<file path="src/rtl/rv32i_types.sv">
// Shared RV32I core types and constants used by the fetch stage.
package rv32i_types;

    typedef logic [31:0] rv32i_word;

    localparam rv32i_word RESET_PC = 32'h0000_0060;

    // Byte distance between consecutive 32-bit instructions.
    localparam int PC_STEP = 4;

endpackage

</file>
<file path="src/rtl/word_reg.sv">
// WIDTH-bit register with synchronous clear (to RESET_VAL) and load enable.
module word_reg #(
    parameter int                 WIDTH     = 32,
    parameter logic [WIDTH-1:0]   RESET_VAL = '0
) (
    input  logic             clk,
    input  logic             clear,
    input  logic             load,
    input  logic [WIDTH-1:0] d,
    output logic [WIDTH-1:0] q
);

    always_ff @(posedge clk) begin
        if (clear) begin
            q <= RESET_VAL;
        end else if (load) begin
            q <= d;
        end
    end

endmodule

</file>
<file path="src/rtl/fetch_stage.sv">
// RV32I instruction-fetch stage: PC register, next-PC selection, and IF/ID stage register.
module fetch_stage
    import rv32i_types::*;
#(
    parameter int               WIDTH    = 32,
    parameter logic [WIDTH-1:0] RESET_PC = rv32i_types::RESET_PC
) (
    input  logic             clk,
    input  logic             reset,
    output logic             read_a,
    output logic [WIDTH-1:0] address_a,
    input  logic [WIDTH-1:0] rdata_a,
    input  logic             resp_a,
    input  logic             resp_b,
    input  logic             stall_in,
    input  logic             pcmux_sel,
    input  logic [WIDTH-1:0] target_pc,
    output logic [WIDTH-1:0] pc,
    output logic [WIDTH-1:0] instruction
);

    logic             advance;
    logic             flush;
    logic [WIDTH-1:0] pc_q;
    logic [WIDTH-1:0] pc_plus4;
    logic [WIDTH-1:0] next_pc;

    // Both memories must have answered and nothing downstream may be stalled.
    assign advance  = resp_a & resp_b & ~stall_in;
    assign flush    = reset | pcmux_sel;

    assign pc_plus4 = pc_q + WIDTH'(PC_STEP);
    assign next_pc  = pcmux_sel ? target_pc : pc_plus4;

    assign read_a    = 1'b1;
    assign address_a = pc_q;

    word_reg #(
        .WIDTH     (WIDTH),
        .RESET_VAL (RESET_PC)
    ) u_pc_reg (
        .clk   (clk),
        .clear (reset),
        .load  (advance),
        .d     (next_pc),
        .q     (pc_q)
    );

    // A redirect bubbles IF/ID even when the PC itself cannot move yet.
    word_reg #(
        .WIDTH     (WIDTH),
        .RESET_VAL ('0)
    ) u_ifid_pc (
        .clk   (clk),
        .clear (flush),
        .load  (advance),
        .d     (pc_q),
        .q     (pc)
    );

    word_reg #(
        .WIDTH     (WIDTH),
        .RESET_VAL ('0)
    ) u_ifid_instr (
        .clk   (clk),
        .clear (flush),
        .load  (advance),
        .d     (rdata_a),
        .q     (instruction)
    );

endmodule

</file>
<file path="config.mk">
export PLATFORM = sky130hd
export DESIGN_NAME = fetch_stage
export DESIGN_NICKNAME = d
export VERILOG_FILES = /design/src/rtl/rv32i_types.sv /design/src/rtl/word_reg.sv /design/src/rtl/fetch_stage.sv
export SDC_FILE = /design/constraint.sdc
export NUM_CORES = 1
export LEC_CHECK = 0
export ABC_AREA = 1
export BUFFER_PORTS_ARGS = -buffer_cell sky130_fd_sc_hd__clkbuf_2
export CAP_MARGIN = 20
export CORE_MARGIN = 10
export CORE_UTILIZATION = 52
export CTS_CLUSTER_DIAMETER = 120
export CTS_CLUSTER_SIZE = 12
export DETAILED_ROUTE_END_ITERATION = 8
export GPL_TIMING_DRIVEN = 0
export PLACE_DENSITY = 0.81
export SLEW_MARGIN = 0
export SYNTH_ARGS = -nofsm -noshare
export SYNTH_HDL_FRONTEND = slang
export SYNTH_HIERARCHICAL = 1
export SYNTH_SLANG_ARGS = --single-unit
</file>
<file path="constraint.sdc">
create_clock -name clk -period 1.8 [get_ports clk]
set_input_delay 0.09 -clock clk [delete_from_list [all_inputs] [get_ports clk]]
set_output_delay 0.09 -clock clk [all_outputs]
set_load 0.1 [all_outputs]
</file>
## Yosys cells after proc, flatten, opt, wreduce, memory -nomap -nowiden

Index checks and enable logic that the tools add are counted.
W data, S select, Z words.

- Bitwise logic cells: 4
- Multiplexer cells: 1
- $add $sub $neg: 1

Operators with widths:

| cell | number |
|---|---|
| $add A32 B3 Y32 const B | 1 |
| $mux W32 | 1 |
| $and A1 B1 Y1 | 2 |
| $not A1 Y1 | 1 |
| $or A1 B1 Y1 | 1 |

- Input bits: 70
- Register bits: 96

## Longest topological paths before layout

Gate-level depths: netlist (run 1).

- Word-level depth: 2
- Depth in mapped cells: 13
- Mapped depth without buffers: 13

## By module

Netlist (run 1), hierarchy kept.

By module, submodules not included:

| module | area each (sq um) | cells an instance | times used |
|---|---|---|---|
| word_reg (u_ifid_instr ...) | 1338.8 | 203 | 2 |
| word_reg (u_pc_reg) | 1330.0 | 200 | 1 |
| fetch_stage | 1321.3 | 281 | 1 |

## Worst setup path before layout (run 1)

No wires, ideal clock.

- Path type: register to register
- Start: register u_pc_reg.q[2]
- End: register u_pc_reg.q[26]
- Path buffers: 0
- Setup time: 0.118 ns
- Data arrival time: 2.268 ns
- Setup slack: -0.586 ns
- Cell stages (with the launch flop): 13
- Path through: dfxtp_1 > ha_1 > nand2_2 > nor2_8 > nand2_8 > nor2_8 > nand3_1 > nand3_1 > nand2_1 > inv_1 > nand2_1 > nand2_1 > nor2_1

- Word-level cells in the longest chain between the ends: 2

RTL lines:

| item | line | RTL |
|---|---|---|
| start: declaration | word_reg.sv:10 | `output logic [WIDTH-1:0] q` |
| start signal: assignment | word_reg.sv:15 | `q <= RESET_VAL;` |
| start signal: assignment | word_reg.sv:17 | `q <= d;` |
| $add A32 B3 Y32 | fetch_stage.sv:32 | `assign pc_plus4 = pc_q + WIDTH'(PC_STEP);` |
| $mux W32 | fetch_stage.sv:33 | `assign next_pc = pcmux_sel ? target_pc : pc_plus4;` |
| net next_pc[26] | fetch_stage.sv:26 | `logic [WIDTH-1:0] next_pc;` |

The timed path passes the listed nets, and every way through them passes these cells.
A chain may end at the register's enable or synchronous reset.

## Worst setup path after layout (run 1)

- Start: register u_pc_reg.q[2]
- End: register u_pc_reg.q[28]

The elaborated chain is that of the path after synthesis.

==> metrics.yaml, run 1 <==
cpMaxStageDelayCell: "dfxtp_4"
grt_pass1_wl_mm: 26.4
numCtsBuffers: 9
placed_cells: 1184
cp_slowest_stage_delay_ns: 0.40
ant_nets: 0
path_clk_slew_ns: 0.11
pwr-share-seq_pct: 45.5
finalHoldViolCount: 0
cp_cell_sequence: "ha_4 -> nand2_4 -> nor2_8 -> nand2_8 -> nor2_4 -> nand2_1 -> nand2_1 -> nand3_1 -> nand2_1 -> inv_1 -> nand2_1 -> nand2_1 -> nor2_1"
cellLeakagePower_nw: 3.50
numClockSinks: 96
hold_path_depth: 5
start_kind: "register"
clockPowerShare_pct: 30.4
antenna_found_initial: 0
clk_path_buf_depth: 2
ys.flop_type: "dfxtp_1"
tritoncts: "yes"
p_per_area_nw_per_um2: 722
wl_per_cell_um: 13.2
core_area_um2: 9860
path_buf_inv: 1
chipWidth_um: 121
dieArea_um2: 14700
drv_slew: 0
crit_required_ns: 2.11
synth_enable_flop_cells: 0
clock_latency_ns: 0.38
worstPathArrival_ns: 1.94
fin_skew_ns: 0.0157
ys_async_sr_fraction_pct: 0
critPathCaptureType: "register"
drive_above_1_share_pct: 25.1
critical_path.top_delay_family: "simple AND/OR/NAND/NOR gates"
max_freq_ghz: 0.612
stdcell_count: 1235
swShare_pct: 36.9
synthesis.instances: 887
drc: 0
grt_usage_pct: 21.9
die_y_um: 121
vias_per_cell: 4.68
layout_min_cycle_time_ns: 1.63
synth.distinct_cells: 28
port_buffers: 164
ys.warnings.count: 6
ir_drop_mv: 0.433
cts_root_buf: "clkbuf_8"
p_comb_share_pct: 24.1
dp_hpwl_mm: 11.9
syn2layout_area_growth_pct: 30.1
drtIter0Drc: 518
num_io_pins: 167
holdWs_ns: 0.0167
htreeDepth: 3
yosysSeqAreaShare_pct: 36.1
path_max_fanout: 5
nets: 1168
finalPower_mw: 5.00
wl_mm: 16.3
ys_ff_latch: 96
finalSetupViolCount: 0
timing.setup.tns_ns: 0
diodes: 0
syn-cell-area_um2: 5330
row_count: 36
status: "completed"
vias: 5779
grt_max_degree: 20
grt_pass1_vias: 5350
initial_core_util_pct: 54.0
nFillCells: 879
grt_overflow: 0
p_int_mw: 3.15
maxSlewHeadroom_pct: 61.0
synth_common_cells: "nand2_1, nor2_1, inv_1, dfxtp_1, nand3_1"
yosys.area.top_type_share_pct: 36.1
worstMarginPinSlew_ns: 0.588
worst-path-stages: 13
syn_area_per_cell_um2: 6.01
critPathKind: "reg2reg"
switchingPower_mw: 1.85
cap_violations: 0
fin_crit_sh_pct: 90.8
rr_worst_depth: 13
synth_fp_nets: 958
dr.pass1.iters: 5
synth_area_leaders: "dfxtp_1, nand2_1, nor2_1"
synth_top_cell_by_area: "dfxtp_1"
critPathMostFrequentCell: "nand2_1"
gp_congestion: 0.935
hold_class: "in2reg"
yosysMostFrequentCell: "nand2_1"
==> power by group through the flow <==
stage | clock [mW] | combinational [mW] | sequential, mW
6_report | 1.52 | 1.21 | 2.28
5_1_grt | 1.62 | 1.30 | 2.29
4_1_cts | 1.53 | 1.19 | 2.28
3_5_place_dp | 0 | 1.13 | 2.32
3_3_place_gp | 0 | 1.12 | 2.32
2_1_floorplan | 0 | 0.414 | 2.79
==> flip-flops by register name, summed over array words and instances (netlist names) <==
name            flops
u_ifid_instr/q     32
u_ifid_pc/q        32
u_pc_reg/q         32
==> logic make-up (layout without fill, tap and decap cells) <==
group | Yosys count | after routing | share of synthesized area (%)
AND/OR/NAND/NOR | 612 | 612 | 47.1
buffers and inverters | 160 | 375 | 14.7
flip-flops | 96 | 96 | 36.1
AO/OA/AOI/OAI | 14 | 14 | 1.34
XOR/XNOR | 3 | 3 | 0.493
adder cells (fa/ha/maj) | 1 | 1 | 0.235
other | 1 | 1 | 0.0704
==> layout make-up <==
type                    count  area, um^2  area share, %
clock buffers              10         149           2.15
plain buffers              38         328           4.73
clock inverters             6        65.1          0.939
flip-flops and latches     96        1970           28.4
well taps                 133         166           2.40
inverters                 122         458           6.61
repair buffers            199        1160           16.7
multi-input cells         631        2640           38.1
==> per-layer routing <==
layer | share of wire (%) | global-route usage, % | routed length (um) | vias up
li1 | - | - | - | 2997
met1 | 42 | 27.2 | 6900 | 2535
met2 | 47 | 36.3 | 7640 | 213
met3 | 8.1 | 4.51 | 1320 | 34
met4 | 2.5 | 8.42 | 413 | 0
met5 | 0 | 0 | 0 | -
==> worst min-delay path: stages <==
cell and delay, ns:
clkbuf_2 0.09, inv_1 0.05, nand2_1 0.04, nand2_1 0.05
nor2_1 0.04
==> worst paths after layout <==
kind / start / slack, ns / end
hold reg to reg: u_ifid_pc/q[26] / 0.48 / u_ifid_pc/q[26]
hold / removal: rdata_a[28] / 0.02 / u_ifid_instr/q[28]
setup reg to reg: u_pc_reg/q[2] / 0.17 / u_pc_reg/q[28]
setup / recovery: u_pc_reg/q[2] / 0.17 / u_pc_reg/q[28]
==> what timing repair did <==
action,CTS,global route
hold endpoints to repair,30,0
gates resized for setup,0,3
setup endpoints to repair,0,6
buffers inserted,0,5
hold buffers,30,0
==> layout by cell type (no fill, tap or decap), drive strengths merged <==
| cell type | n |
|---|---|
| buf | 38 |
| nand3 | 32 |
| clkinv | 3 |
| a31oi | 1 |
| and2 | 3 |
| dlygate4sd3 | 30 |
| o21ai | 9 |
| nand2 | 334 |
| conb | 1 |
| nor2 | 239 |
| inv | 125 |
| or2 | 4 |
| xor2 | 3 |
| ha | 1 |
| dfxtp | 96 |
| a21oi | 4 |
| clkbuf | 179 |
==> per-stage QoR <==
stage / worst slack, ns / instance area, um^2 / util [%]
2_1_floorplan: 0.0225 / 5380 / -
3_3_place_gp: 0.186 / 6360 / 64.5
3_5_place_dp: 0.165 / 6360 / 64.5
4_1_cts: 0.120 / 6880 / 69.7
5_1_grt: -0.0123 / 6930 / 70.3
6_report: 0.166 / 6930 / 70.3
Note: power is estimated with default switching activity, not from simulation.
==> run 2, diff against run 1 <==
ABC_AREA = default   (was 1)
CORE_UTILIZATION = 50   (was 52)
HOLD_SLACK_MARGIN = 0.1   (was default)
==> run 2 against run 1 <==
Net effect:
- the run now ends with setup timing left
- sequential power is 5% lower
- global-route usage is 1.1 points lower
- critical path type unchanged
- highest routed layer unchanged
- sequential share of layout area is 2.2 points higher
==> metrics.yaml, run 2 <==
status: "finished with violations"
failed_checks: "setup timing"
ys.warnings.count: 6  # unchanged
cts_root_buf: "clkbuf_8"
rrSetupSlack_ns: -0.08  # -0.25 ns
yosysSeqAreaShare_pct: 42.4  # +6.3 points
drive_above_1_share_pct: 39.4  # +14 points
holdWs_ns: 0.105  # +0.0883 ns
drv_slew: 0  # unchanged
nFillCells: 620  # -29%
max_freq_ghz: 0.532  # -13%
finalSetupViolCount: 4  # +4
crit_required_ns: 2.09  # -0.02 ns
synthesis.instances: 477  # -46%
path_clk_slew_ns: 0.10  # about the same
ys_async_sr_fraction_pct: 0  # unchanged
tritoncts: "yes"
start_kind: "register"
cellLeakagePower_nw: 2.77  # -21%
htreeDepth: 3  # unchanged
cap_violations: 0  # unchanged
grt_max_degree: 18  # -10%
syn_area_per_cell_um2: 9.50  # +58%
dr.pass1.iters: 5  # unchanged
grt_pass1_vias: 4489  # -16%
clock_latency_ns: 0.36  # -0.02 ns
utilization_pct: 75.3  # +5.0 points
synth_area_leaders: "dfxtp_1, mux2i_1, nor2_1"
critPathCaptureType: "register"
numClockSinks: 96  # unchanged
port_buffers: 164  # unchanged
yosysMostFrequentCell: "nor2_1"
syn-cell-area_um2: 4530  # -15%
synth_enable_flop_cells: 0  # unchanged
drtIter0Drc: 288  # -44%
stdcell_area_um2: 6600  # -4.8%
yosys.area.top_type_share_pct: 42.4  # +6.3 points
vias_per_cell: 5.26  # +12%
chipWidth_um: 115  # -5.0%
grt_pass1_wl_mm: 22.4  # -15%
ys.flop_type: "dfxtp_1"
dp_hpwl_mm: 10.1  # -15%
p_per_area_nw_per_um2: 642  # -11%
drc: 0  # unchanged
vias: 4432  # -23%
finalPower_mw: 4.24  # -15%
synth_common_cells: "nor2_1, dfxtp_1, mux2i_1, nand2_1, clkbuf_1"
fin_crit_sh_pct: 104  # +14 points
synth_fp_nets: 548  # -43%
final_cell_mix: "clkbuf_2, nor2_1, mux2i_1"
syn2layout_area_growth_pct: 45.5
ir_drop_mv: 0.343  # -21%
placed_area_um2: 5650  # -11%
grt_overflow: 0  # unchanged
worstMarginPinSlew_ns: 0.579  # -0.00926 ns
initial_core_util_pct: 51.7  # -2.3 points
wl_mm: 14.6  # -10%
row_count: 34  # -5.6%
critPathKind: "reg2reg"
maxSlewHeadroom_pct: 61.6  # +0.61 points
rsz0062_at_grt: "yes"
grt_usage_pct: 20.8  # -1.1 points
wl_per_cell_um: 17.3  # +31%
dieArea_um2: 13300  # -9.7%
die_y_um: 115  # -5.0%
multi_input_area_um2: 2370  # -10%
ant_nets: 0  # unchanged
layout_commonest_cell: "clkbuf_2"
fin_skew_ns: 0.0189  # +0.00311 ns
synth_top_cell_by_area: "dfxtp_1"
seq_area_um2: 2020  # +2.7%
synth.distinct_cells: 34  # +21%
core_area_um2: 8760  # -11%
layout_min_cycle_time_ns: 1.88  # +0.246 ns
nets: 799  # -32%
clk_path_buf_depth: 2  # unchanged
num_io_pins: 167  # unchanged
worstPathArrival_ns: 2.17  # +0.23 ns
timing.setup.tns_ns: -0.154  # -0.154 ns
worst_slack_ns: -0.0796  # -0.246 ns
path_max_fanout: 6  # +1
gp_congestion: 0.824  # -12%
top_regs: "u_ifid_instr/q (32), u_ifid_pc/q (32), u_pc_reg/q (32)"
numCtsBuffers: 9  # unchanged
ys_ff_latch: 96  # unchanged
antenna_found_initial: 1  # +1
finalHoldViolCount: 0  # unchanged
hold_class: "in2reg"
[run 2: cell types whose count changed after synthesis, sizes merged, moves of 11 or more]
cell / change
nand2: -309
mux2i: +94
buf: -13
nand3: -23
nor2: -130
or4: +14
a31oi: +13
nand4: +11
o31ai: +12
clkbuf: +12
inv: -119
[run 2: stage by stage]
stage / setup WS, ns / instances
after global routing: -0.131 / 842
after floorplan: -0.273 / 477
after CTS: -0.00343 / 824
final: -0.0796 / 842
after global placement: -0.0910 / 749
after detailed placement: -0.128 / 749
[run 2: cells by family (layout without fill, tap and decap cells)]
family          after synthesis  count (layout)  share of synthesized area [%]
flops                        96              96                           42.4
xor+xnor                     11              11                           2.13
mux                          97              97                           21.5
fa+ha+maj                     1               1                          0.276
compound gates               46              46                           6.54
simple gates                185             185                           19.3
other cells                   1               2                         0.0827
buf+inv                      40             296                           7.81
[run 2: repair_timing]
| action | CTS | global route |
|---|---|---|
| cloned | 1 | 1 |
| pin swaps | 7 | 20 |
| hold buffers | 44 | 0 |
| setup buffers | 15 | 17 |
| gates resized for setup | 7 | 20 |
| endpoints found under the setup margin | 13 | 16 |
| endpoints found under the hold margin | 43 | 0 |
[run 2: worst paths after layout]
kind | start | end | depth (start not counted)
worst min-delay path | target_pc[0] | u_pc_reg/q[0] | 4
worst max register to register | u_pc_reg/q[2] | u_pc_reg/q[30] | 8
worst min register to register | u_ifid_pc/q[26] | u_ifid_pc/q[26] | 2
worst max-delay path | u_pc_reg/q[2] | u_pc_reg/q[30] | 8
[run 2: layout make-up]
type,count,share of cell area (%)
plain buffers,35,5.46
inverters,3,0.171
multi-input cells,341,36.0
diodes,1,0.0379
clock inverters,5,0.588
well taps,108,2.05
repair buffers,242,23.1
clock buffers,11,1.99
flip-flops and latches,96,30.6
[run 2: critical path, stage by stage, from the launching register on]
cell and delay, ns:
dfxtp_4 0.38, ha_4 0.14, and2_4 0.19, nand4_4 0.15, buf_6 0.18, or4_1 0.39
a31oi_1 0.18, mux2i_1 0.10, nor2_1 0.11
[run 2: routing by layer]
metal / GRT usage [%] / share of wire [%] / vias to the layer above
li1: - / - / 2166
met1: 23.2 / 40 / 2095
met2: 37.4 / 53 / 149
met3: 5.31 / 5.3 / 22
met4: 6.77 / 2.0 / 0
met5: 0 / 0 / -
[run 2: power by group]
group,internal [mW],leakage [nW],switching [mW]
Clock,0.519,0.0892,0.768
Sequential,2.13,0.796,0.0379
Combinational,0.290,1.89,0.491
Total,2.94,2.77,1.30
